[config.mk]
export PLATFORM = sky130hd
export DESIGN_NAME = tick_rate_controller
export DESIGN_NICKNAME = d
export VERILOG_FILES = /design/src/rtl/tick_rate_controller_pkg.sv /design/src/rtl/tick_rate_controller_rate_down_counter.sv /design/src/rtl/tick_rate_controller.sv
export SDC_FILE = /design/constraint.sdc
export NUM_CORES = 1
export LEC_CHECK = 0
export ABC_AREA = 0
export BUFFER_PORTS_ARGS = -buffer_cell sky130_fd_sc_hd__buf_2
export CAP_MARGIN = 20
export CORE_MARGIN = 10
export CORE_UTILIZATION = 55
export CTS_BUF_LIST = sky130_fd_sc_hd__clkbuf_4
export DETAILED_ROUTE_END_ITERATION = 8
export GPL_TIMING_DRIVEN = 0
export PLACE_DENSITY = 0.82
export SLEW_MARGIN = 20
export SYNTH_ARGS = -nofsm -noshare
export SYNTH_HDL_FRONTEND = slang
export SYNTH_HIERARCHICAL = 1
export SYNTH_SLANG_ARGS = --single-unit
export TNS_END_PERCENT = 5
[constraint.sdc]
create_clock -name clk -period 8.2 [get_ports clk]
set_clock_uncertainty 0.05 [all_clocks]
set_input_delay 0.82 -clock clk [delete_from_list [all_inputs] [get_ports clk]]
set_output_delay 0.82 -clock clk [all_outputs]
set_load 0.02 [all_outputs]
[src/rtl/tick_rate_controller_pkg.sv]
// Shared frequency constants, level/select codes and helpers for the tick rate controller.
package tick_rate_controller_pkg;

    typedef logic [1:0] level_t;
    typedef logic [1:0] select_t;

    localparam level_t LEVEL_SLOW = 2'd0;
    localparam level_t LEVEL_MID  = 2'd1;
    localparam level_t LEVEL_FAST = 2'd2;
    localparam level_t LEVEL_TOP  = 2'd3;

    localparam select_t SEL_DIV1 = 2'b00;
    localparam select_t SEL_SLOW = 2'b01;
    localparam select_t SEL_MID  = 2'b10;
    localparam select_t SEL_FAST = 2'b11;

    localparam int unsigned DEF_DIV_SLOW = 5_000_000;
    localparam int unsigned DEF_DIV_MID  = 2_500_000;
    localparam int unsigned DEF_DIV_FAST = 1_250_000;
    localparam int unsigned DEF_DIV_TOP  = 1;

    typedef enum logic {
        ST_RUN    = 1'b0,
        ST_PAUSED = 1'b1
    } state_t;

    function automatic select_t level_to_select(input level_t lvl);
        select_t sel;
        case (lvl)
            LEVEL_SLOW: sel = SEL_SLOW;
            LEVEL_MID:  sel = SEL_MID;
            LEVEL_FAST: sel = SEL_FAST;
            default:    sel = SEL_DIV1;
        endcase
        return sel;
    endfunction

    // The top level runs every cycle, so its divisor is fixed rather than parameterised.
    function automatic int unsigned level_to_div(input level_t lvl,
                                                 input int unsigned div_slow,
                                                 input int unsigned div_mid,
                                                 input int unsigned div_fast);
        int unsigned div;
        case (lvl)
            LEVEL_SLOW: div = div_slow;
            LEVEL_MID:  div = div_mid;
            LEVEL_FAST: div = div_fast;
            default:    div = DEF_DIV_TOP;
        endcase
        return div;
    endfunction

endpackage

[src/rtl/tick_rate_controller_rate_down_counter.sv]
// Loadable down-counter that sets the tick period; the controller decides when to load or hold.
module rate_down_counter #(
    parameter int unsigned          CNT_W     = 32,
    parameter logic [CNT_W-1:0]     RESET_VAL = '0
) (
    input  logic             clk,
    input  logic             resetn,
    input  logic             load,
    input  logic [CNT_W-1:0] load_val,
    input  logic             hold,
    output logic [CNT_W-1:0] count,
    output logic             expire
);

    always_ff @(posedge clk or negedge resetn) begin
        if (!resetn) begin
            count <= RESET_VAL;
        end else if (load) begin
            count <= load_val;
        end else if (!hold) begin
            count <= count - CNT_W'(1);
        end
    end

    assign expire = (count == CNT_W'(1));

endmodule

[src/rtl/tick_rate_controller.sv]
// Speed level, run/pause state and the single-cycle update tick that drives the plotting datapath.
module tick_rate_controller
    import tick_rate_controller_pkg::*;
#(
    parameter int unsigned CNT_W       = 32,
    parameter int unsigned DIV_SLOW    = DEF_DIV_SLOW,
    parameter int unsigned DIV_MID     = DEF_DIV_MID,
    parameter int unsigned DIV_FAST    = DEF_DIV_FAST,
    parameter int unsigned RESET_LEVEL = 0
) (
    input  logic       clk,
    input  logic       resetn,
    input  logic       speed_up,
    input  logic       speed_down,
    input  logic       pause_toggle,
    input  logic       step_req,
    output logic       tick,
    output logic [1:0] select,
    output logic [1:0] level,
    output logic       paused
);

    localparam level_t           RST_LEVEL = level_t'(RESET_LEVEL);
    localparam logic [CNT_W-1:0] RST_COUNT =
        CNT_W'(level_to_div(RST_LEVEL, DIV_SLOW, DIV_MID, DIV_FAST));

    state_t           state_q, state_d;
    level_t           level_q, level_d;
    select_t          select_q;
    logic             tick_q, tick_d;
    logic             armed_q;
    logic [CNT_W-1:0] count;
    logic [CNT_W-1:0] load_val;
    logic             cnt_load, cnt_hold, expire;
    logic             speed_change, step_fire, active;

    rate_down_counter #(
        .CNT_W     (CNT_W),
        .RESET_VAL (RST_COUNT)
    ) u_counter (
        .clk      (clk),
        .resetn   (resetn),
        .load     (cnt_load),
        .load_val (load_val),
        .hold     (cnt_hold),
        .count    (count),
        .expire   (expire)
    );

    // A speed change outranks any tick or step that lands in the same cycle; armed_q
    // keeps the first cycle after reset release tick-free even at divisor 1.
    always_comb begin
        state_d      = state_q;
        level_d      = level_q;
        speed_change = 1'b0;
        cnt_load     = 1'b0;
        cnt_hold     = 1'b1;
        tick_d       = 1'b0;

        if (pause_toggle) begin
            state_d = (state_q == ST_RUN) ? ST_PAUSED : ST_RUN;
        end

        if (speed_up && !speed_down && level_q != LEVEL_TOP) begin
            level_d      = level_q + 2'd1;
            speed_change = 1'b1;
        end else if (speed_down && !speed_up && level_q != LEVEL_SLOW) begin
            level_d      = level_q - 2'd1;
            speed_change = 1'b1;
        end

        active    = (state_d == ST_RUN);
        step_fire = (state_q == ST_PAUSED) && step_req && !pause_toggle && !speed_change;
        load_val  = CNT_W'(level_to_div(level_d, DIV_SLOW, DIV_MID, DIV_FAST));

        if (speed_change) begin
            cnt_load = 1'b1;
        end else if (step_fire) begin
            cnt_load = 1'b1;
            tick_d   = armed_q;
        end else if (active) begin
            cnt_hold = 1'b0;
            if (expire) begin
                cnt_load = 1'b1;
                tick_d   = armed_q;
            end else if (count == '0) begin
                cnt_load = 1'b1;
            end
        end
    end

    always_ff @(posedge clk or negedge resetn) begin
        if (!resetn) begin
            state_q  <= ST_RUN;
            level_q  <= RST_LEVEL;
            select_q <= level_to_select(RST_LEVEL);
            tick_q   <= 1'b0;
            armed_q  <= 1'b0;
        end else begin
            state_q  <= state_d;
            level_q  <= level_d;
            select_q <= level_to_select(level_d);
            tick_q   <= tick_d;
            armed_q  <= 1'b1;
        end
    end

    assign tick   = tick_q;
    assign select = select_q;
    assign level  = level_q;
    assign paused = (state_q == ST_PAUSED);

endmodule

==> results.tsv <==
metric	value	unit
outcome	finished clean	
hpwl dp	4620	um
register area share after synthesis	39.4	%
hold depth	1	
diode count	0	
Setup Buffers After CTS	0	
htree depth	2	
Skew-Pair Late Insertion Delay	0.36	ns
antenna violations before repair	0	
Non-Filler Instances	357	
area grow syn2layout	8.98	%
reg2reg start	u_counter/count[16]$_DFFE_PN0P_	
Worst path max stage delay	0.44	ns
Port Buffers	11	
kind of critical path	reg2reg	
Hold Fails Final Rpt	0	
pwr dens	386	nW/um^2
Avg WL per Cell	18.2	um
drt pass-1 iters	4	
Post-synth EDFFs	0	
Syn Inst Count	274	
r2r setup slk	4.41	ns
unrepaired setup endpoints after global routing	false	
Final Critical Period	3.79	ns
hold path start	armed_q$_DFF_PN0_	
Post-Route WL	6510	um
worst-path cell chain	nor3_1, nand4_1, clkbuf_1, nor3_1, mux2i_1, o21ai_0, or3b_1, clkbuf_1, clkinv_1, clkbuf_1, o211ai_1, nand3_1	
Worst Hold Endpoint	tick$_DFF_PN0_	
Critical Path Start Type	flop	
fmax	264	MHz
final setup vio count	0	
Synth cell types	48	
max_cap viols	0	
core area	4380	um^2
DR vias/cell	6.38	
slowest CP cell	dfrtp_1	
first-pass GRT wire length	11200	um
flops & latches, synth	39	
maximum VDD drop	0.000252	V
GR Util All Layers	17.9	%
r2r worst-path depth	12	
crit-path max FO	10	
Worst Path Buf+Inv	4	
Compound-Gate Fraction of Synth Area	13.8	%
post_cts resized	0	
Crit. End Element	flop	
Filler cells	380	
Die Area	7660	um^2
largest family of logic cells by synthesized area	simple AND/OR/NAND/NOR gates	
Sink Count	39	
DRC viols	0	
fin util	62.3	%
Die Width	87.5	um
CTS tree	yes	
Least-Margin Pin Slew	0.901	ns
Placer Congestion	0.959	
Nets	319	
Final Max Tran Viols	0	
Post-Synth Adder-Cell Area	4.49	%
Initial Util	57.2	%
Synth Area in XOR/XNOR	4.54	%
die span in y	87.5	um
Cell Area, Synth	2510	um^2
CTS buffer count	5	
worst r2r dst	u_counter/count[13]$_DFFE_PN0P_	
Slew HR	40.0	%
CP Data Required Time	8.39	ns
Async S/R FF share, synth	100	%
Final ANT Viol Nets	0	
CP top delay family	buffers and inverters	
layout cells sized above 1	15.4	%
CTS clock-pin slew for the worst setup and hold paths	0.12	ns
Mean Syn Cell Area	9.15	um^2
Iter 0 DRT Violations	191	
row count	24	
Congestion Overflow GR	0	
vias	2277	
Worst EP arrival	3.97	ns
clock tree buffer depth	2	
Post-synth top flop	dfrtp_1	
Synth Area in Simple Gates	32.1	%
cell count after placement	349	
Hold WC Path Type	reg2reg	
period utilization	46.2	%
post-synthesis mux area share	1.75	%
CTS Hold Bufs	0	
I/O pins	12	
largest net degree at the start of global routing	40	
Root Buffer Master	clkbuf_4	
Synthesis Warnings	6	
vias in the first global route	2247	
Pleak	1.03	nW
setup TNS	0	ns
cell mode on critical path	clkbuf_1	
==> logic make-up (layout without fill, tap and decap cells) <==
group / count (synthesis) / after routing
other: 2 / 14
multiplexers: 3 / 3
flip-flops: 39 / 39
AO/OA/AOI/OAI: 52 / 52
adder cells (fa/ha/maj): 9 / 9
AND/OR/NAND/NOR: 135 / 135
XOR/XNOR: 13 / 13
buffers and inverters: 21 / 40
==> synth_stat cells (all sizes together) (3+ instances only) <==
| cell | number | area [um^2] |
|---|---|---|
| or2 | 5 | 31.3 |
| or3 | 3 | 18.8 |
| nor4 | 12 | 105 |
| nand2b | 3 | 18.8 |
| xor2 | 6 | 52.6 |
| clkbuf | 9 | 33.8 |
| xnor2 | 7 | 61.3 |
| o211ai | 4 | 30.0 |
| nand4b | 3 | 26.3 |
| nand4 | 8 | 56.3 |
| nor4b | 3 | 41.3 |
| ha | 9 | 113 |
| nand3 | 14 | 70.1 |
| inv | 8 | 30.0 |
| o21ai | 15 | 75.1 |
| nor3 | 14 | 96.4 |
| buf | 3 | 23.8 |
| or4 | 15 | 113 |
| dfstp | 9 | 236 |
| a31oi | 14 | 87.6 |
| o31ai | 12 | 90.1 |
| nand2 | 26 | 100 |
| dfrtp | 30 | 751 |
| nor2 | 24 | 90.1 |
==> worst register-to-register path, stage by stage, from the launching register on <==
cell      delay [ns]
dfrtp_1         0.44
nor3_1          0.42
nand4_1         0.35
clkbuf_1        0.33
nor3_1          0.33
mux2i_1         0.11
o21ai_0         0.20
or3b_1          0.14
clkbuf_1        0.39
clkinv_1        0.31
clkbuf_1        0.34
o211ai_1        0.17
nand3_1         0.10
==> cell type report <==
class                           instances  area, um^2  area share [%]
Multi-Input combinational cell        226        1470            53.9
Sequential cell                        39         987            36.1
Tap cell                               52        65.1            2.38
Clock buffer                            8        60.1            2.20
Buffer                                 12        57.6            2.11
Timing Repair Buffer                   11        55.1            2.01
Inverter                                9        33.8            1.24
==> sequential cells by signal, indices dropped and copies added (netlist names) <==
signal / count
level: 2
tick: 1
select: 2
paused: 1
u_counter/count: 32
armed_q: 1
==> placed cells by master (no fill, tap or decap), types with 4 or more instances in the layout <==
master    Yosys  layout
nor2_1       24      24
clkbuf_4      0       8
nand3_1      14      14
o211ai_1      4       4
nor3_1       10      10
buf_2         1      12
nand4_1       7       7
nand2_1      25      25
xor2_1        6       6
clkbuf_1      9       9
dfrtp_1      30      30
o31ai_1      12      12
or4_1        15      15
nor4_1       10      10
or2_2         5       5
a31oi_1      14      14
dfstp_2       9       9
o21ai_0      14      14
xnor2_1       7       7
inv_1         8       8
conb_1        2      14
ha_1          9       9
==> worst max path at each step <==
stage | slack, ns | cells past startpoint | start | end
CTS | 4.43 | 12 | u_counter/count[16]$_DFFE_PN0P_ | u_counter/count[13]$_DFFE_PN0P_
global route | 4.09 | 12 | u_counter/count[10]$_DFFE_PN0P_ | u_counter/count[15]$_DFFE_PN0P_
floorplan | 5.37 | 8 | speed_down | u_counter/count[28]$_DFFE_PN0P_
global placement | 4.57 | 12 | u_counter/count[10]$_DFFE_PN0P_ | u_counter/count[13]$_DFFE_PN0P_
detailed placement | 4.44 | 12 | u_counter/count[16]$_DFFE_PN0P_ | u_counter/count[13]$_DFFE_PN0P_
finish | 4.41 | 12 | u_counter/count[16]$_DFFE_PN0P_ | u_counter/count[13]$_DFFE_PN0P_
==> where the power goes <==
part / internal (mW) / switching, mW
clock: 0.0442 / 0.0628
sequential: 0.299 / 0.121
combinational: 0.201 / 0.328
==> layer usage <==
metal  global-route usage, %  vias to the layer above  share of wire [%]
li1                        -                     1083                  -
met1                    24.6                     1109                 45
met2                    27.2                       74                 49
met3                    3.46                       11                5.3
met4                    6.23                        0                1.4
met5                       0                        -                  0
==> stage by stage <==
| stage | worst slack [ns] | hold WS [ns] | total power [mW] | area, um^2 |
|---|---|---|---|---|
| 2_1_floorplan | 5.37 | 0.401 | 0.781 | 2550 |
| 3_3_place_gp | 4.57 | 0.436 | 0.920 | 2670 |
| 3_5_place_dp | 4.44 | 0.442 | 0.942 | 2670 |
| 4_1_cts | 4.43 | 0.470 | 1.05 | 2730 |
| 5_1_grt | 4.09 | 0.506 | 1.14 | 2730 |
| 6_report | 4.41 | 0.459 | 1.06 | 2730 |
No activity file was read; power rests on OpenSTA's default activity.
